--- config.mk ---
export PLATFORM = sky130hd
export DESIGN_NAME = dac_dds_mux
export DESIGN_NICKNAME = d
export VERILOG_FILES = /design/src/rtl/dac_dds_mux.sv
export SDC_FILE = /design/constraint.sdc
export NUM_CORES = 1
export LEC_CHECK = 0
export ABC_AREA = 1
export CORE_ASPECT_RATIO = 0.75
export CORE_MARGIN = 4
export CORE_UTILIZATION = 45
export DETAILED_ROUTE_END_ITERATION = 8
export PLACE_DENSITY_LB_ADDON = 0.1
export REMOVE_ABC_BUFFERS = 1
export SETUP_SLACK_MARGIN = 0.1
export SYNTH_ARGS = -nofsm -noshare
export SYNTH_HDL_FRONTEND = slang
export SYNTH_SLANG_ARGS = --single-unit
--- constraint.sdc ---
create_clock -name clk -period 11.7 [get_ports clk]
set_clock_uncertainty 0.05 [all_clocks]
set_input_delay 2.925 -clock clk [delete_from_list [all_inputs] [get_ports clk]]
set_output_delay 2.925 -clock clk [all_outputs]
set_load 0.01 [all_outputs]
--- src/rtl/dac_dds_mux.sv ---
`default_nettype none
// ============================================================================
// Module      : dac_dds_mux
// Description : Multi-channel DDS engine with a shared waveform-ROM read port
//               and a shared serial DAC link, serviced in channel order.
//               Each channel owns a phase accumulator and a phase offset; every
//               slot reads one ROM sample and shifts out one addressed frame.
// Revision    : 1.0 - initial release
// ============================================================================
module dac_dds_mux #(
    parameter int         NCH     = 4,
    parameter int         DATA_W  = 12,
    parameter int         ADDR_W  = 9,
    parameter int         ACC_W   = 16,
    parameter int         FRAME_W = 24,
    parameter logic [3:0] CMD     = 4'b0011
) (
    input  logic                   clk,
    input  logic                   rst_n,
    input  logic                   en,
    input  logic                   phase_clr,
    input  logic [NCH*ACC_W-1:0]   freq,
    input  logic [NCH*ACC_W-1:0]   phase_off,
    output logic                   rom_en,
    output logic [ADDR_W-1:0]      rom_addr,
    input  logic [DATA_W-1:0]      rom_data,
    output logic                   sync,
    output logic                   din,
    output logic [3:0]             ch_idx,
    output logic                   frame_done
);

    localparam int                 c_bit_w    = $clog2(FRAME_W);
    localparam int                 c_slots    = 16;  // ch is a 4-bit field
    localparam logic [c_bit_w-1:0] c_last_bit = c_bit_w'(FRAME_W - 1);
    localparam logic [c_bit_w-1:0] c_done_bit = c_bit_w'(FRAME_W - 2);
    localparam logic [3:0]         c_last_ch  = 4'(NCH - 1);

    typedef enum logic [1:0] {
        S_IDLE  = 2'd0,
        S_LOAD  = 2'd1,
        S_CAPT  = 2'd2,
        S_SHIFT = 2'd3
    } state_t;

    state_t               r_state;
    logic [3:0]           r_ch;
    logic [ACC_W-1:0]     r_acc [c_slots];
    logic [ACC_W-1:0]     r_inc;
    logic [FRAME_W-1:0]   r_shift;
    logic [c_bit_w-1:0]   r_bit;
    logic                 r_sync;
    logic                 r_rom_en;
    logic                 r_frame_done;
    logic [ADDR_W-1:0]    r_rom_addr;

    logic                 w_last;
    logic [3:0]           w_ch_next;
    logic [ACC_W-1:0]     w_acc_next [c_slots];
    logic [ACC_W-1:0]     w_off_next;
    logic [ACC_W-1:0]     w_phase_next;
    logic [ADDR_W-1:0]    w_addr_next;
    logic [FRAME_W-1:0]   w_frame;

    // Last bit of the frame: accumulate, advance channel, leave SHIFT
    assign w_last    = (r_state == S_SHIFT) && (r_bit == c_last_bit);
    assign w_ch_next = w_last ? ((r_ch == c_last_ch) ? 4'd0 : r_ch + 4'd1) : r_ch;

    // Accumulator values after this edge; a clear beats a same-cycle accumulate
    always_comb begin
        for (int k = 0; k < c_slots; k++) begin
            w_acc_next[k] = r_acc[k];
            if (phase_clr) begin
                w_acc_next[k] = '0;
            end else if (w_last && (r_ch == 4'(k))) begin
                w_acc_next[k] = r_acc[k] + r_inc;
            end
        end
    end

    // The ROM address is registered on entry to LOAD, so it is formed from
    // the accumulator and channel values that LOAD itself will see.
    assign w_off_next   = phase_off[w_ch_next*ACC_W +: ACC_W];
    assign w_phase_next = w_acc_next[w_ch_next] + w_off_next;
    assign w_addr_next  = ADDR_W'(w_phase_next >> (ACC_W - ADDR_W));

    // Frame image: command nibble, channel, left-justified sample, zero pad
    always_comb begin
        w_frame                        = '0;
        w_frame[FRAME_W-1 -: 4]        = CMD;
        w_frame[FRAME_W-5 -: 4]        = r_ch;
        w_frame[FRAME_W-9 -: DATA_W]   = rom_data;
    end

    // Slot sequencer: IDLE -> LOAD -> CAPT -> SHIFT x FRAME_W -> LOAD/IDLE
    always_ff @(posedge clk) begin
        if (!rst_n) begin
            r_state      <= S_IDLE;
            r_ch         <= '0;
            r_inc        <= '0;
            r_shift      <= '0;
            r_bit        <= '0;
            r_sync       <= 1'b1;
            r_rom_en     <= 1'b0;
            r_rom_addr   <= '0;
            r_frame_done <= 1'b0;
        end else begin
            r_rom_en     <= 1'b0;
            r_frame_done <= 1'b0;
            case (r_state)
                S_IDLE: begin
                    if (en) begin
                        r_state    <= S_LOAD;
                        r_rom_en   <= 1'b1;
                        r_rom_addr <= w_addr_next;
                    end
                end
                S_LOAD: begin
                    r_inc   <= freq[r_ch*ACC_W +: ACC_W];
                    r_state <= S_CAPT;
                end
                S_CAPT: begin
                    r_shift <= w_frame;
                    r_bit   <= '0;
                    r_sync  <= 1'b0;
                    r_state <= S_SHIFT;
                end
                S_SHIFT: begin
                    // Zeros shift in, so the register is empty once the frame ends
                    r_shift      <= {r_shift[FRAME_W-2:0], 1'b0};
                    r_bit        <= r_bit + c_bit_w'(1);
                    r_frame_done <= (r_bit == c_done_bit);
                    if (w_last) begin
                        r_sync <= 1'b1;
                        r_ch   <= w_ch_next;
                        if (en) begin
                            r_state    <= S_LOAD;
                            r_rom_en   <= 1'b1;
                            r_rom_addr <= w_addr_next;
                        end else begin
                            r_state <= S_IDLE;
                        end
                    end
                end
                default: r_state <= S_IDLE;
            endcase
        end
    end

    // Phase accumulators
    always_ff @(posedge clk) begin
        for (int k = 0; k < c_slots; k++) begin
            if (!rst_n) begin
                r_acc[k] <= '0;
            end else begin
                r_acc[k] <= w_acc_next[k];
            end
        end
    end

    assign rom_en     = r_rom_en;
    assign rom_addr   = r_rom_addr;
    assign sync       = r_sync;
    assign din        = r_shift[FRAME_W-1];
    assign ch_idx     = r_ch;
    assign frame_done = r_frame_done;

endmodule
`default_nettype wire

# [Word level (Yosys, flattened, before mapping)]
# Memories as Yosys holds them, arrays and structs flattened.
# Index checks and enable logic that the tools add are counted.
[totals] out_inout_bits=17 memories=1 wordCells=166 ram_bits=256 in_bits=144 ff_bits=63
[op_classes] magnitude_cmp=1 add_sub_neg=19 n_eq_ne=22 muxes=69 reduce_logical=26 shift=2 bitwise_logic=17
[mem_list] name="r_acc" depth=16 width=16 read_ports=16 rd_ports_with_merged_regs=0 wr=16 line="48" rtl="logic [ACC_W-1:0] r_acc [c_slots];"
[ops] op="$mux 16" count=50
[ops] op="$add 16x16->16" count=17
[ops] op="$shiftx 64x9->16" count=2
[ops] op="$bmux 16 s4" count=1
[ops] op="$pmux 24 s2" count=1
[ops] op="$eq 4x4->1 const B" count=8
[ops] op="$mux 9" count=2
[ops] op="$pmux 9 s2" count=1
[ops] op="$logic_and 1x1->1" count=17
[ops] op="$eq 4x3->1 const B" count=4
[ops] op="$or 1x1->1" count=16
[ops] op="$eq 5x5->1 const B" count=2
[ops] op="$pmux 5 s2" count=1
[ops] op="$reduce_and 2->1" count=5
[ops] op="$eq 4x2->1 const B" count=2
[ops] op="$mux 4" count=2
[ops] op="$pmux 2 s4" count=1
[ops] op="$mux 1" count=6
[ops] op="$add 5x1->5 const B" count=1
[ops] op="$ge 5x5->1 const B" count=1
[ops] op="$not 4->5" count=1
[ops] op="$add 4x1->4 const B" count=1
[ops] op="$eq 2x2->1 const B" count=2
[ops] op="$eq 4x1->1 const B" count=1
[ops] op="other kinds (7)" count=11

# [Logic depth before layout (Yosys ltp)]
# Gate-level depths: netlist of run 1.
[logic_depth] word_depth=12 depth_mapped=31

# [Worst setup path before layout of run 1]
# No wires, ideal clock.
[synth_path] path_type="input-to-reg" startpoint="input port phase_clr" endpoint="register r_rom_addr[6] (netlist: rom_addr[6])" setup_time_ns=0.109 arrival_ns=5.548 stages=19 path_slack_ns=5.993 path_buffers=3 path_cell_list="inv_1 > clkbuf_1 > clkbuf_1 > clkbuf_1 > o21ai_0 > nor3_1 > o221ai_1 > a31oi_1 > ha_1 > a21oi_1 > o21ai_0 > a21oi_1 > nand2_1 > nand2_1 > nand2_1 > a21oi_1 > o21ai_0 > nand2_1 > inv_1"
[synth_between] elab_chain_cells=8
[synth_lines] element="start: declaration" line="21" rtl="input logic phase_clr,"
[synth_lines] element="$mux 16" line="73" rtl="if (phase_clr) begin"
[synth_lines] element="$bmux 16 s4 *" line="84" rtl="assign w_phase_next = w_acc_next[w_ch_next] + w_off_next;"
[synth_lines] element="$mux 16 (not written as such) * (2 in a row)" line="84"
[synth_lines] element="$add 16x16->16 *" line="84"
[synth_lines] element="$mux 9 *" line="112, 136"
[synth_lines] element="$mux 9" line="133" rtl="if (w_last) begin"
[synth_lines] element="$pmux 9 s2 *" line="110" rtl="case (r_state)"
[synth_lines] element="end signal: assignment" line="115" rtl="r_rom_addr <= w_addr_next;"
[synth_lines] element="end signal: assignment" line="139" rtl="r_rom_addr <= w_addr_next;"
[synth_lines] element="end: declaration" line="55" rtl="logic [ADDR_W-1:0] r_rom_addr;"
# Every way passes the cells marked *; elsewhere a longest branch is shown, timed or not. The select of a mux whose other input is x is not followed.
# A chain may end at the register's enable or synchronous reset.

# [Worst setup path in the final report of run 1]
[layout_path] startpoint="input port phase_clr" endpoint="register r_rom_addr[8] (netlist: rom_addr[8])"
# The elaborated chain is that of the path after synthesis.

==> results of run 1 <==
==> power by group through the flow <==
stage               logic, mW  clock network [mW]  registers (mW)
finish                  0.985                1.36            1.16
floorplan               0.563                   0            1.22
global placement        0.961                   0            1.19
CTS                     0.969                1.38            1.16
detailed placement      0.963                   0            1.19
global route             1.09                1.42            1.17
==> registers in the layout (all words and copies together), names as in the netlist <==
signal and cells:
r_bit 5, ch_idx 4, r_inc 16, r_shift 20, r_acc 256, rom_en 1, r_state 2, sync 1
rom_addr 9, frame_done 1
==> how the worst max path moves through the flow <==
stage	startpoint	end	slack [ns]
finish	phase_clr	rom_addr[8]$_SDFFE_PN0P_	4.60
global route	phase_clr	rom_addr[8]$_SDFFE_PN0P_	4.29
CTS	phase_clr	rom_addr[8]$_SDFFE_PN0P_	4.75
detailed placement	phase_clr	rom_addr[8]$_SDFFE_PN0P_	4.16
global placement	phase_clr	rom_addr[8]$_SDFFE_PN0P_	4.25
floorplan	ch_idx[0]$_SDFFE_PN0P_	rom_addr[7]$_SDFFE_PN0P_	4.07
==> tightest hold or removal path: stages, from the launching register on <==
cell and delay (ns):
dfxtp_1 0.29, inv_1 0.07, a21oi_1 0.06
==> per-layer routing <==
layer	routed length (um)	track usage [%]	up-vias
met1	49890	45.30	13329
met2	37670	40.11	1045
met5	0	0	-
met4	2401	7.215	0
met3	9709	7.216	119
li1	-	-	15143
==> cells in the final DEF, fill, tap and decap left out, types with 68 or more instances in the layout <==
| cell type | Yosys | layout |
|---|---|---|
| a21oi_1 | 310 | 310 |
| nor2_1 | 732 | 732 |
| o211ai_1 | 88 | 88 |
| nand3_1 | 358 | 358 |
| nor3_1 | 68 | 68 |
| o21ai_0 | 295 | 295 |
| inv_1 | 427 | 425 |
| clkdlybuf4s50_1 | 0 | 159 |
| dfxtp_1 | 315 | 314 |
| nand2_1 | 969 | 968 |
| ha_1 | 265 | 265 |
==> stage by stage <==
step	utilization (%)	setup slack, ns	power (mW)	instances
2_1_floorplan	-	4.069	1.779	4332
3_3_place_gp	48.89	4.251	2.148	5343
3_5_place_dp	48.89	4.157	2.150	5343
4_1_cts	51.13	4.748	3.510	5414
5_1_grt	51.13	4.295	3.676	5414
6_report	51.13	4.600	3.511	5414
==> area by class of cell <==
type,instances,share of cell area [%]
multi-input combinational,3571,61.17
sequential,315,19.90
timing repair buffer,201,6.018
inverter,446,5.323
clock buffer,55,3.625
tap,810,3.198
clock inverter,16,0.7621
==> logic make-up (layout without fill, tap and decap cells) <==
kind of cell | after synthesis | in the layout | share of synthesized area [%]
adders and majority gates | 281 | 281 | 12.94
AOI/OAI and AO/OA | 911 | 911 | 18.89
DFF | 315 | 315 | 22.44
buffers and inverters | 620 | 718 | 8.650
xor gates and xnor gates | 102 | 102 | 3.205
and+or+nand+nor | 2277 | 2277 | 33.88
==> metrics.txt, run 1 <==
outcome=complete, no violations; area post-placement=30300 um2; worst-path fanout max=70; first-pass GRT wire length=153500 um; Final Wtd Congestion=0.9450; WP depth=22; Storage cell area=6307 um2; post-synthesis async set-or-reset flop share=0%; largest cells by area after synthesis=dfxtp_1, nand2_1, ha_1, nor2_1, nand3_1; CTS tree=done; Top delay family on crit path=buffers and inverters; sequential group share of total power=33.2%; TNS Setup=0 ns; count leader, synth=nand2_1; Hold Crit Endpoint=r_shift[20]$_SDFFE_PN0P_; hold slack=0.4185 ns; max_cap viols=0; Mapped Cells=4506; area leader, netlist=dfxtp_1; CP Data Required Time=12.17 ns; predominant post-synthesis flop cell=dfxtp_1; Routed Antenna Nets=0; CTS clk-pin slew, worst paths=0.06 ns; via count=29.64k; Setup crit start kind=primary input; later-pin clock latency in the skew report=0.58 ns; Total Nets Final=4999; cell mode on critical path=nand3_1; Lkg Pwr=14.70 nW; top post-synthesis cells by count=nand2_1, nor2_1, inv_1, nand3_1, dfxtp_1; clock buffer depth=3; P_sw=1.239 mW; Vias per Instance=5.474; share of the synthesized area in the top cell type=22.44%; Yosys warnings=0; fmax=140.8 MHz; Net Sw Frac=35.30%; core footprint=61980 um2; CTS H-tree lvls=2; fin. max-slew vios=0; chip width=296.6 um; RSZ-0062 raised after global routing=no; drt total wl=99670 um; WHS Path Cells=2; FP Rows=79; slowest CP cell=inv_4; fin crit period=7.100 ns; dpl hpwl=71610 um; pwr dens=110.8 nW/um2; relative slew slack=28.20%; Hold WC Path Type=flop to flop; area occupied by multi-input gates=19380 um2; # hold bufs at CTS=0; register area share after synthesis=22.44%; initial core utilization=45.35%; synth unique cells=52; Pint=2.272 mW; initial drt markers=2613; Port-buffer cells=160; CP Class=primary input to flop; largest net degree at the start of global routing=108; Slew @ Worst Pin=1.073 ns; R2R depth=24; setup bufs post-CTS=0; cts repair resizes=0; cell area after layout=31690 um2; reg2reg setup slack=5.18 ns; clk sinks=315; Crit path buffers/inverters=6; Cell Chain, Critical Path=buf_4 -> inv_4 -> buf_4 -> buf_4 -> o21ai_0 -> nor2_1 -> nand2_1 -> o211ai_1 -> o211ai_1 -> nand3_1 -> nand3_1 -> inv_1 -> ha_1 -> a21oi_1 -> o21ai_0 -> a21oi_1 -> nand2_1 -> a21boi_0 -> nand3_1 -> nand3_1 -> nand2_1 -> inv_1; Top-Level Pins=161; logic gate share of total power=28.0%; FF-to-FF End=rom_addr[7]$_SDFFE_PN0P_; Inserted Clock Buffers=39; cell area after synthesis=28110 um2; Mapped Avg Cell Area=6.237 um2; Area Overhead vs Synth=12.75%; Critical Path Sink Type=flop; Clk network pwr share=38.8%; Fin. Hold Viols=0; die height=224.4 um; #FFs+latches synth=315; DRC=0; wire length per cell=18.41 um; vias in the first global route=26.65k; initial antenna violation count=0; GRT Overall Usage=29.29%; Crit path largest cell delay=0.72 ns; worst hold start=r_shift[20]$_SDFFE_PN0P_; CP arrival=7.57 ns; die area=66560 um2; CTS root buf=clkbuf_16; endpoints failing setup=0; number of diodes=0; RR Startpoint=r_state[0]$_SDFFE_PN0P_; crit share post-route=60.68%; drt pass-1 iters=5; layout cells sized above 1=4.865%; Post-synth EDFFs=0; gr ovfl total=0; Filler cells=6461; peak supply drop=0.07661 mV
Power figures use the tool's default switching activity.
==> inputs of run 2 (changes only) <==
==> constraint.sdc (replaced) <==
create_clock -name clk -period 6.6 [get_ports clk]
set_clock_uncertainty 0.05 [all_clocks]
set_input_delay 1.65 -clock clk [delete_from_list [all_inputs] [get_ports clk]]
set_output_delay 1.65 -clock clk [all_outputs]
set_load 0.01 [all_outputs]
==> run 2 against run 1 <==
Against the previous run: register-to-register slack worse by 4.1 ns; setup slack worse by 3.5 ns; clock power up 78%; die area unchanged; combinational power up 71%; total power up 78%; via count about the same; critical path type is now flop to flop.
==> metrics.txt, run 2 (synthesis gave the netlist of run 1 again) <==
outcome=complete, no violations; CTS clk-pin slew, worst paths=0.06 ns; Post-Layout Cell Count=5421; # hold bufs at CTS=0; Area Overhead vs Synth=13.29%; clock buffer depth=3; fmax=181.3 MHz; Total Nets Final=5007; peak supply drop=0.1393 mV; first-pass GRT wire length=154400 um; layout cells sized above 1=5.098%; drt total wl=100500 um; initial antenna violation count=2; via count=29.64k; worst-path fanout max=25; largest net degree at the start of global routing=157; CP Class=flop to flop; CP Data Required Time=7.07 ns; initial core utilization=45.35%; slowest CP cell=ha_1; initial drt markers=2670; FP Rows=79; Hold WC Path Type=flop to flop; RSZ-0062 raised after global routing=no; crit share post-route=83.57%; Lkg Pwr=14.78 nW; Fin. Hold Viols=0; max_cap viols=0; chip width=296.6 um; drt pass-1 iters=6; most frequent cells in the layout=nand2_1, nor2_1, inv_1, nand3_1, dfxtp_1; later-pin clock latency in the skew report=0.58 ns; Cell Chain, Critical Path=ha_1 -> nand3_4 -> nor2_2 -> nand2_2 -> inv_2 -> nor2_1 -> o21ai_0 -> a21oi_1 -> o21ai_0 -> nand3_1 -> inv_1 -> ha_1 -> a21oi_1 -> o21ai_0 -> a21oi_1 -> nand2_1 -> a21boi_0 -> nand3_1 -> nand3_1 -> nand2_1 -> inv_1; Util after Layout=51.38%; endpoints failing setup=0; relative slew slack=23.65%; TNS Setup=0 ns; hold slack=0.4099 ns; clk sinks=315; Routed Antenna Nets=0; Critical Path Sink Type=flop; Final Wtd Congestion=0.9493; Crit path largest cell delay=0.79 ns; cts repair resizes=0; setup bufs post-CTS=0; CTS tree=done; Port-buffer cells=160; CP arrival=5.99 ns; biggest regs=r_acc (256), r_shift (20), r_inc (16); dpl hpwl=71890 um; Storage cell area=6311 um2; CTS root buf=clkbuf_16; area occupied by multi-input gates=19380 um2; CTS H-tree lvls=2; Top-Level Pins=161; DRC=0; vias in the first global route=26.48k; core footprint=61980 um2; max FFs per register=256; Setup crit start kind=flop; die area=66560 um2; fin. max-slew vios=0; pwr dens=196.3 nW/um2; area post-placement=30450 um2; gr ovfl total=0; fin crit period=5.515 ns; Placed Instances=5350; cell area after layout=31840 um2; most common cell after layout, fill and taps aside=nand2_1; Slew @ Worst Pin=1.145 ns; Filler cells=6358; GRT Overall Usage=29.48%; Inserted Clock Buffers=40; wire length per cell=18.54 um; Vias per Instance=5.468; Biggest register=r_acc; die height=224.4 um
[run 2: changes by cell type in the layout (fill, tap and decap cells not counted), sizes merged]
cell and change:
clkinvlp -1, inv +1, clkbuf -3, buf +7, diode +1, clkinv +2
[run 2: per-layer routing]
metal | global-route usage (%) | vias to the layer above | part of all wire, %
li1 | - | 15191 | -
met5 | 0 | - | 0
met2 | 41.87 | 963 | 39
met1 | 45.87 | 13378 | 50
met3 | 5.489 | 108 | 8.6
met4 | 6.298 | 0 | 2.1
[run 2: final cells by class]
type | instances | share of cell area (%)
inverters | 446 | 5.297
repair buffers | 208 | 6.468
well taps | 810 | 3.183
multi-input cells | 3571 | 60.88
clock buffers | 52 | 3.541
flip-flops and latches | 315 | 19.82
diodes | 1 | 0.007859
clock inverters | 18 | 0.8056
[run 2: metrics by stage]
step / total power, mW / setup slack [ns]
2_1_floorplan: 3.154 / -1.031
3_3_place_gp: 3.844 / 1.116
3_5_place_dp: 3.846 / 1.210
4_1_cts: 6.257 / 1.190
5_1_grt: 6.541 / 0.5630
6_report: 6.252 / 1.085
[run 2: final timing paths]
path | endpoint | depth (start not counted) | slack [ns] | start
worst min register to register | r_shift[23]$_SDFFE_PN0P_ | 2 | 0.41 | r_shift[22]$_SDFFE_PN0P_
worst min-delay path | r_shift[23]$_SDFFE_PN0P_ | 2 | 0.41 | r_shift[22]$_SDFFE_PN0P_
worst max-delay path | rom_addr[8]$_SDFFE_PN0P_ | 21 | 1.08 | r_state[0]$_SDFFE_PN0P_
worst max register to register | rom_addr[8]$_SDFFE_PN0P_ | 21 | 1.08 | r_state[0]$_SDFFE_PN0P_
[run 2: power by group]
group | switching (mW) | internal [mW] | leakage, nW
registers | 0.172 | 1.98 | 2.54
clock network | 0.977 | 1.44 | 0.680
logic | 1.08 | 0.607 | 11.6
[run 2: critical path: cells and delay by family (launching register included)]
| kind | cells | cell delay, ns |
|---|---|---|
| compound gates | 7 | 2.00 |
| flops | 1 | 0.41 |
| buf+inv | 3 | 0.52 |
| simple gates | 9 | 1.40 |
| fa+ha+maj | 2 | 1.04 |
